$ cat src/rtl/ctrl_pipe_if.sv
// ctrl_pipe_if -- decode/pipeline control bundle between the ID stage and ctrl_pipe.
//   master : drives the ID-stage request (ctrl_in, id_valid, id_rs, id_rt) and the
//            EX-stage ALU zero flag; observes the staged controls and status.
//   slave  : ctrl_pipe itself; consumes the request and produces the EX/MEM/WB
//            controls, stall_id, pc_redirect and retire_cnt.
interface ctrl_pipe_if;
  logic [9:0]  ctrl_in;
  logic        id_valid;
  logic [4:0]  id_rs;
  logic [4:0]  id_rt;
  logic        ex_zero;

  logic        ex_RegDst;
  logic [1:0]  ex_ALUop;
  logic        ex_ALUSrc;
  logic        mem_jump;
  logic        mem_Branch;
  logic        mem_MemRead;
  logic        mem_MemWrite;
  logic        wb_RegWrite;
  logic        wb_MemtoReg;
  logic        stall_id;
  logic        pc_redirect;
  logic [15:0] retire_cnt;

  modport master (
    output ctrl_in, id_valid, id_rs, id_rt, ex_zero,
    input  ex_RegDst, ex_ALUop, ex_ALUSrc,
    input  mem_jump, mem_Branch, mem_MemRead, mem_MemWrite,
    input  wb_RegWrite, wb_MemtoReg,
    input  stall_id, pc_redirect, retire_cnt
  );

  modport slave (
    input  ctrl_in, id_valid, id_rs, id_rt, ex_zero,
    output ex_RegDst, ex_ALUop, ex_ALUSrc,
    output mem_jump, mem_Branch, mem_MemRead, mem_MemWrite,
    output wb_RegWrite, wb_MemtoReg,
    output stall_id, pc_redirect, retire_cnt
  );
endinterface

$ cat src/rtl/ctrl_pipe.sv
// ctrl_pipe -- control-path pipeline for a classic 5-stage core.
// Carries decoded control bits from ID through EX, MEM and WB, detects the
// load-use hazard (stall_id), resolves jumps/taken branches in MEM
// (pc_redirect, squashing the two younger instructions) and counts retirements.
// Ports:
//   clk  : system clock, rising edge
//   rst  : asynchronous active-high reset, clears every register
//   bus  : ctrl_pipe_if.slave
//          in : ctrl_in[9:0] {RegDst,ALUop[1:0],ALUSrc,jump,Branch,MemRead,
//               MemWrite,RegWrite,MemtoReg}, id_valid, id_rs, id_rt, ex_zero
//          out: ex_RegDst, ex_ALUop, ex_ALUSrc, mem_jump, mem_Branch,
//               mem_MemRead, mem_MemWrite, wb_RegWrite, wb_MemtoReg,
//               stall_id, pc_redirect, retire_cnt[15:0]
module ctrl_pipe (
  input  logic        clk,
  input  logic        rst,
  ctrl_pipe_if.slave  bus
);

  // ID/EX: full control bundle, rt for hazard compare, valid
  logic [9:0]  ctrl_p0;
  logic [4:0]  rt_p0;
  logic        vld_p0;
  // EX/MEM: MEM+WB control bits, latched zero flag, valid
  logic [5:0]  ctrl_p1;
  logic        zero_p1;
  logic        vld_p1;
  // MEM/WB: WB control bits, valid
  logic [1:0]  ctrl_p2;
  logic        vld_p2;

  logic [15:0] retire_cnt;
  logic        hazard;
  logic        redirect;
  logic        stall;
  logic        id_take;

  // Load in EX whose destination is a source of the ID instruction.
  // r0 is never a real dependency.
  always_comb begin
    hazard = vld_p0 & ctrl_p0[3] & (rt_p0 != 5'd0) & bus.id_valid &
             ((rt_p0 == bus.id_rs) | (rt_p0 == bus.id_rt));
  end

  // Jump, or branch whose EX-time zero flag was set, now sitting in MEM.
  always_comb begin
    redirect = vld_p1 & (ctrl_p1[5] | (ctrl_p1[4] & zero_p1));
  end

  // A redirect flushes the ID instruction anyway, so it overrides the stall.
  always_comb begin
    stall   = hazard & ~redirect;
    id_take = bus.id_valid & ~stall & ~redirect;
  end

  // ---- ID -> EX boundary ----
  always_ff @(posedge clk or posedge rst) begin
    if (rst) begin
      ctrl_p0 <= 10'd0;
      rt_p0   <= 5'd0;
      vld_p0  <= 1'b0;
    end else if (id_take) begin
      ctrl_p0 <= bus.ctrl_in;
      rt_p0   <= bus.id_rt;
      vld_p0  <= 1'b1;
    end else begin
      ctrl_p0 <= 10'd0;
      rt_p0   <= 5'd0;
      vld_p0  <= 1'b0;
    end
  end

  // ---- EX -> MEM boundary ----
  always_ff @(posedge clk or posedge rst) begin
    if (rst) begin
      ctrl_p1 <= 6'd0;
      zero_p1 <= 1'b0;
      vld_p1  <= 1'b0;
    end else if (!redirect) begin
      ctrl_p1 <= ctrl_p0[5:0];
      zero_p1 <= bus.ex_zero;
      vld_p1  <= vld_p0;
    end else begin
      ctrl_p1 <= 6'd0;
      zero_p1 <= 1'b0;
      vld_p1  <= 1'b0;
    end
  end

  // ---- MEM -> WB boundary ----
  // Never squashed: the redirecting instruction itself still retires.
  always_ff @(posedge clk or posedge rst) begin
    if (rst) begin
      ctrl_p2 <= 2'd0;
      vld_p2  <= 1'b0;
    end else begin
      ctrl_p2 <= ctrl_p1[1:0];
      vld_p2  <= vld_p1;
    end
  end

  // ---- WB -> retire ----
  always_ff @(posedge clk or posedge rst) begin
    if (rst) begin
      retire_cnt <= 16'd0;
    end else if (vld_p2) begin
      retire_cnt <= retire_cnt + 16'd1;
    end
  end

  assign bus.ex_RegDst    = ctrl_p0[9];
  assign bus.ex_ALUop     = ctrl_p0[8:7];
  assign bus.ex_ALUSrc    = ctrl_p0[6];
  assign bus.mem_jump     = ctrl_p1[5];
  assign bus.mem_Branch   = ctrl_p1[4];
  assign bus.mem_MemRead  = ctrl_p1[3];
  assign bus.mem_MemWrite = ctrl_p1[2];
  assign bus.wb_RegWrite  = ctrl_p2[1];
  assign bus.wb_MemtoReg  = ctrl_p2[0];
  assign bus.stall_id     = stall;
  assign bus.pc_redirect  = redirect;
  assign bus.retire_cnt   = retire_cnt;

endmodule

$ cat src/flat_wrapper.sv
// flat-port wrapper written by rule: the top's interface ports become plain ports
module ctrl_pipe_flat 
  (clk, rst, bus_ctrl_in, bus_id_valid, bus_id_rs, bus_id_rt, bus_ex_zero, bus_ex_RegDst, bus_ex_ALUop, bus_ex_ALUSrc, bus_mem_jump, bus_mem_Branch, bus_mem_MemRead, bus_mem_MemWrite, bus_wb_RegWrite, bus_wb_MemtoReg, bus_stall_id, bus_pc_redirect, bus_retire_cnt);
  ctrl_pipe_if bus_i ();
  input  logic clk;
  input  logic rst;
  input wire logic [$bits(bus_i.ctrl_in)-1:0] bus_ctrl_in;
  input wire logic [$bits(bus_i.id_valid)-1:0] bus_id_valid;
  input wire logic [$bits(bus_i.id_rs)-1:0] bus_id_rs;
  input wire logic [$bits(bus_i.id_rt)-1:0] bus_id_rt;
  input wire logic [$bits(bus_i.ex_zero)-1:0] bus_ex_zero;
  output wire logic [$bits(bus_i.ex_RegDst)-1:0] bus_ex_RegDst;
  output wire logic [$bits(bus_i.ex_ALUop)-1:0] bus_ex_ALUop;
  output wire logic [$bits(bus_i.ex_ALUSrc)-1:0] bus_ex_ALUSrc;
  output wire logic [$bits(bus_i.mem_jump)-1:0] bus_mem_jump;
  output wire logic [$bits(bus_i.mem_Branch)-1:0] bus_mem_Branch;
  output wire logic [$bits(bus_i.mem_MemRead)-1:0] bus_mem_MemRead;
  output wire logic [$bits(bus_i.mem_MemWrite)-1:0] bus_mem_MemWrite;
  output wire logic [$bits(bus_i.wb_RegWrite)-1:0] bus_wb_RegWrite;
  output wire logic [$bits(bus_i.wb_MemtoReg)-1:0] bus_wb_MemtoReg;
  output wire logic [$bits(bus_i.stall_id)-1:0] bus_stall_id;
  output wire logic [$bits(bus_i.pc_redirect)-1:0] bus_pc_redirect;
  output wire logic [$bits(bus_i.retire_cnt)-1:0] bus_retire_cnt;
  assign bus_i.ctrl_in = bus_ctrl_in;
  assign bus_i.id_valid = bus_id_valid;
  assign bus_i.id_rs = bus_id_rs;
  assign bus_i.id_rt = bus_id_rt;
  assign bus_i.ex_zero = bus_ex_zero;
  assign bus_ex_RegDst = bus_i.ex_RegDst;
  assign bus_ex_ALUop = bus_i.ex_ALUop;
  assign bus_ex_ALUSrc = bus_i.ex_ALUSrc;
  assign bus_mem_jump = bus_i.mem_jump;
  assign bus_mem_Branch = bus_i.mem_Branch;
  assign bus_mem_MemRead = bus_i.mem_MemRead;
  assign bus_mem_MemWrite = bus_i.mem_MemWrite;
  assign bus_wb_RegWrite = bus_i.wb_RegWrite;
  assign bus_wb_MemtoReg = bus_i.wb_MemtoReg;
  assign bus_stall_id = bus_i.stall_id;
  assign bus_pc_redirect = bus_i.pc_redirect;
  assign bus_retire_cnt = bus_i.retire_cnt;
  ctrl_pipe u_core (.clk(clk), .rst(rst), .bus(bus_i));
endmodule
$ cat config.mk
export PLATFORM = sky130hd
export DESIGN_NAME = ctrl_pipe_flat
export DESIGN_NICKNAME = d
export VERILOG_FILES = /design/src/rtl/ctrl_pipe_if.sv /design/src/rtl/ctrl_pipe.sv /design/src/flat_wrapper.sv
export SDC_FILE = /design/constraint.sdc
export NUM_CORES = 1
export LEC_CHECK = 0
export ABC_AREA = 0
export BUFFER_PORTS_ARGS = -buffer_cell sky130_fd_sc_hd__buf_2
export CAP_MARGIN = 30
export CORE_MARGIN = 2
export CORE_UTILIZATION = 55
export CTS_CLUSTER_SIZE = 25
export DETAILED_ROUTE_END_ITERATION = 12
export MAX_ROUTING_LAYER = met4
export PLACE_DENSITY = 0.81
export SLEW_MARGIN = 20
export SYNTH_ARGS = -nofsm -noshare
export SYNTH_HDL_FRONTEND = slang
export SYNTH_SLANG_ARGS = --single-unit
export TNS_END_PERCENT = 5
$ cat constraint.sdc
create_clock -name clk -period 4.3 [get_ports clk]
set_clock_uncertainty 0.05 [all_clocks]
set_input_delay 0.43 -clock clk [delete_from_list [all_inputs] [get_ports clk]]
set_output_delay 0.43 -clock clk [all_outputs]
set_load 0.01 [all_outputs]
# Word-level counts from Yosys, hierarchy flattened
# Index checks and enable logic that the tools add are counted.
# op_classes
n_reduce_logical	1
n_eq_ne	2
n_mux	6
n_bitwise	13
add_sub_neg	1
# op_table
operator	count
16-bit by 1-bit adder with 16-bit output (second input constant)	1
5-bit == test	2
10-bit two-way mux	1
1-bit AND	9
6-bit two-way mux	1
5-bit two-way mux	1
5-bit nonzero test	1
1-bit two-way mux	3
1-bit NOT	2
1-bit OR	2
# word_totals
output_inout_bits	28
register_bits	43
wordCells	32
input_bits	24

# Logic depth before layout (Yosys ltp)
# logic_depth
depth_word	9
depth_mapped	6
mapped_depth_nobuf	5

# Worst setup path before layout
# OpenSTA, ideal clock, no wires.
# synth_timing
path_type	reg-to-output
start	register u_core.rt_p0[1]
end	output port bus_stall_id
t_required_ns	3.820
path_slack_ns	2.321
n_path_buf	1
arrival_time_ns	1.499
stages_incl_launch_ff	6
path_cell_list	dfrtp_1 or3_1 o311a_1 and3_4 buf_6 and2_1
# synth_between
elab_chain_len	5
elab_cells_between_ends	8
cone_classes	eq/ne: 2; bitwise: 5; reduce/logical: 1
# synth_rtl
item	line	rtl
start, declared	ctrl_pipe.sv:22	logic [4:0] rt_p0;
start signal, assigned	ctrl_pipe.sv:64	rt_p0 <= bus.id_rt;
5-bit nonzero test	ctrl_pipe.sv:41	hazard = vld_p0 & ctrl_p0[3] & (rt_p0 != 5'd0) & bus.id_valid &
1-bit AND (2 in series)	ctrl_pipe.sv:41	
1-bit AND (*)	ctrl_pipe.sv:41	
1-bit AND (*)	ctrl_pipe.sv:52	stall = hazard & ~redirect;
end, declared	flat_wrapper.sv:21	output wire logic [$bits(bus_i.stall_id)-1:0] bus_stall_id;
# Every way passes the cells marked *; elsewhere a longest branch is shown, timed or not.

# Final worst setup path
# layout_timing
start	register u_core.ctrl_p1[4]
end	output port bus_stall_id
# layout_between
elab_chain_len	5
# layout_rtl
item	line	rtl
start, declared	ctrl_pipe.sv:25	logic [5:0] ctrl_p1;
start signal, assigned	ctrl_pipe.sv:80	ctrl_p1 <= ctrl_p0[5:0];
1-bit AND	ctrl_pipe.sv:47	redirect = vld_p1 & (ctrl_p1[5] | (ctrl_p1[4] & zero_p1));
1-bit OR	ctrl_pipe.sv:47	
1-bit AND	ctrl_pipe.sv:47	
1-bit NOT	ctrl_pipe.sv:52	
1-bit AND	ctrl_pipe.sv:52	
# Every way passes these cells.

==> results_dict.tcl <==
set metrics [dict create \
    status "finished clean" \
    clk_path_buf_depth 2 \
    synth_top_cell_by_area "dfrtp_1" \
    r2r_cells 4 \
    placed_area_um2 2095 \
    nets 233 \
    place.gp.congestion 0.8513 \
    drt_first_pass_iters 4 \
    pre_cts_ws_ns 1.939 \
    crit_chain "a21o_1 > nand2_1 > and3_4 > and2_1 > buf_2" \
    synth_top_area_frac 0.5858 \
    postRouteAntennaNets 0 \
    core_area_um2 3103 \
    drt_iter0_drc 58 \
    fp-row-count 20 \
    path_buf_inv 1 \
    initial_utilization 0.5919 \
    cts_max_level 2 \
    ys_warn_count 0 \
    antenna_found_initial 0 \
    syn_inst 158 \
    r2r_slack_ns 2.37 \
    slew_violations 0 \
    avgSynthCellArea_um2 11.63 \
    worst_slack_ns 1.583 \
    cts_hold_buf 0 \
    post_cts_buffers 0 \
    cp.required_ns 3.82 \
    die_h_um 61.79 \
    cp_slowest_stage_delay_ns 0.54 \
    syn_nets 183 \
    min_path_type "input port to asynchronous set/reset pin" \
    whs_ns 0.1435 \
    grt_overflow 0 \
    cts-root-buf "clkbuf_4" \
    drv_cap 0 \
    ys_ff_latch 43 \
    synth.distinct_cells 27 \
    ys_seq_area_frac 0.5858 \
    yosysMostFrequentCell "dfrtp_1" \
    cts-resized-gates 0 \
    finalHoldViolations 0 \
    synthTopCellsByArea "dfrtp_1 (59%), xnor2_1 (9.5%), nand3_1 (5.7%)" \
    antenna_cells 0 \
    clkTransAtPathRegs_ns 0.11 \
    fin_crit_ns 2.717 \
    setup_violations 0 \
    synth_area_um2 1837 \
    viasPerCell 5.162 \
    p_leak_uw 0.001092 \
    critical-path-top-delay-family "simple AND/OR/NAND/NOR gates" \
    worstReg2RegEnd "u_core.rt_p0[4]" \
    synth_edf_count 0 \
    cp.arrival_ns 2.24 \
    finalSetupTns_ns 0 \
    tightest_slew_ns 0.8894 \
    power.density_nw_per_um2 395.6 \
    dr_total_vias 1306 \
    wl_per_cell_um 12.83 \
    synth-main-ff-cell "dfrtp_1" \
    cts_buffers 5 \
    track_usage 0.2005 \
    startpoint_type "register" \
    cts_sinks 43 \
    path_max_fanout 26 \
    clk_latency_ns 0.34 \
    synth_common_cells "dfrtp_1 (43), nand3_1 (21), xnor2_1 (20), a21oi_2 (10), nand2_1 (10)" \
    dp.final_hpwl_mm 2.425 \
    cts_tree "yes" \
    drcViolationCount 0 \
    post-route-period-util 0.6318 \
    max_freq_mhz 368.1 \
    critPathCaptureType "output pin" \
    irDropWorstVdd_mv 0.2792 \
    grt_pass1_vias 1278 \
    timing.rr.start "u_core.ctrl_p1[4]" \
    rsz0062_at_grt "false" \
    final_area_um2 2145 \
    port_buffers 51 \
    grt_pass1_wl_mm 5.285 \
    ys_async_sr_fraction 1.000 \
    crit_slowest_cell "nand2_1" \
    die_area_um2 3818 \
    drive_above_1_share 0.3397 \
    area_growth_pct 16.76 \
    worstSetupPathType "register to output pin" \
    io_pins 52 \
    die_w_um 61.79 \
    grt_max_degree 44 \
    relSlewSlack 0.4071 \
    drt_wl_total_mm 3.247 \
]
-- logic make-up (layout without fill, tap and decap cells) --
family	after synthesis	count (layout)	synth area share
simple gates	56	56	0.1608
fa+ha+maj	1	1	0.006811
xor+xnor	25	25	0.1192
compound gates	19	19	0.07698
buf+inv	13	64	0.04427
mux	1	1	0.006130
flops	43	43	0.5858
-- where the power goes --
part	leakage (uW)	internal, uW	switching (uW)
registers	0.000561	451	46.4
clock network	0.0000293	63.9	116
logic	0.000502	82.2	88.9
total	0.00109	597	252
-- routing by layer --
| layer | routed length (um) | track usage | vias to the layer above | share of wire |
|---|---|---|---|---|
| met5 | 0 | - | - | 0 |
| met4 | 81 | 0.1003 | 0 | 0.025 |
| met3 | 188 | 0.06211 | 9 | 0.058 |
| met2 | 1703 | 0.3338 | 46 | 0.52 |
| met1 | 1273 | 0.2156 | 628 | 0.39 |
| li1 | - | - | 623 | - |
-- state kept, by name, summed over array words and instances (netlist names) --
name and count:
u_core.rt_p0 5, u_core.ctrl_p2 2, u_core.vld_p0 1, u_core.zero_p1 1, u_core.ctrl_p1 6, u_core.vld_p1 1
u_core.ctrl_p0 10, u_core.bus.retire_cnt 16, u_core.vld_p2 1
-- layout by cell type (no fill, tap or decap), drive strengths merged --
master,instances
buf,52
dfrtp,43
nand3,21
xnor2,20
a21oi,16
nand2,10
and2,9
clkbuf,7
and3,6
xor2,5
inv,4
nor3,3
nand4,2
nor2,2
mux2,1
a21o,1
o22ai,1
or3,1
o311a,1
or2,1
nor4,1
ha,1
clkinv,1
-- how the worst max path moves through the flow --
stage / start / slack (ns) / to / cells past startpoint
floorplan: u_core.rt_p0[1] / 2.32 / bus_stall_id / 5
global placement: bus_id_rs[4] / 1.98 / bus_stall_id / 6
detailed placement: bus_id_rt[0] / 1.94 / bus_stall_id / 6
CTS: u_core.ctrl_p1[4] / 1.56 / bus_stall_id / 5
global route: u_core.ctrl_p1[4] / 1.41 / bus_stall_id / 5
finish: u_core.ctrl_p1[4] / 1.58 / bus_stall_id / 5
-- metrics by stage --
step	std cells	total power, uW	utilization
6_report	253	848.4	0.6911
5_1_grt	253	900.4	0.6911
4_1_cts	253	859.0	0.6911
3_5_place_dp	245	678.7	0.6750
3_3_place_gp	245	665.6	0.6750
2_1_floorplan	158	606.5	-
-- area by class of cell --
type	instances	area (um^2)
Sequential cell	43	1076
Fill cell	251	958.4
Multi-Input combinational cell	102	685.7
Timing Repair Buffer	52	262.8
Tap cell	44	55.05
Clock buffer	7	45.04
Inverter	4	15.01
Clock inverter	1	5.005
-- worst reg2reg max path, delay by kind of cell (launching register included) --
family / cells / cell delay [ns]
AO/OA/AOI/OAI: 2 / 0.31
flip-flops: 1 / 0.40
AND/OR/NAND/NOR: 2 / 1.03
Power figures use the tool's default switching activity.
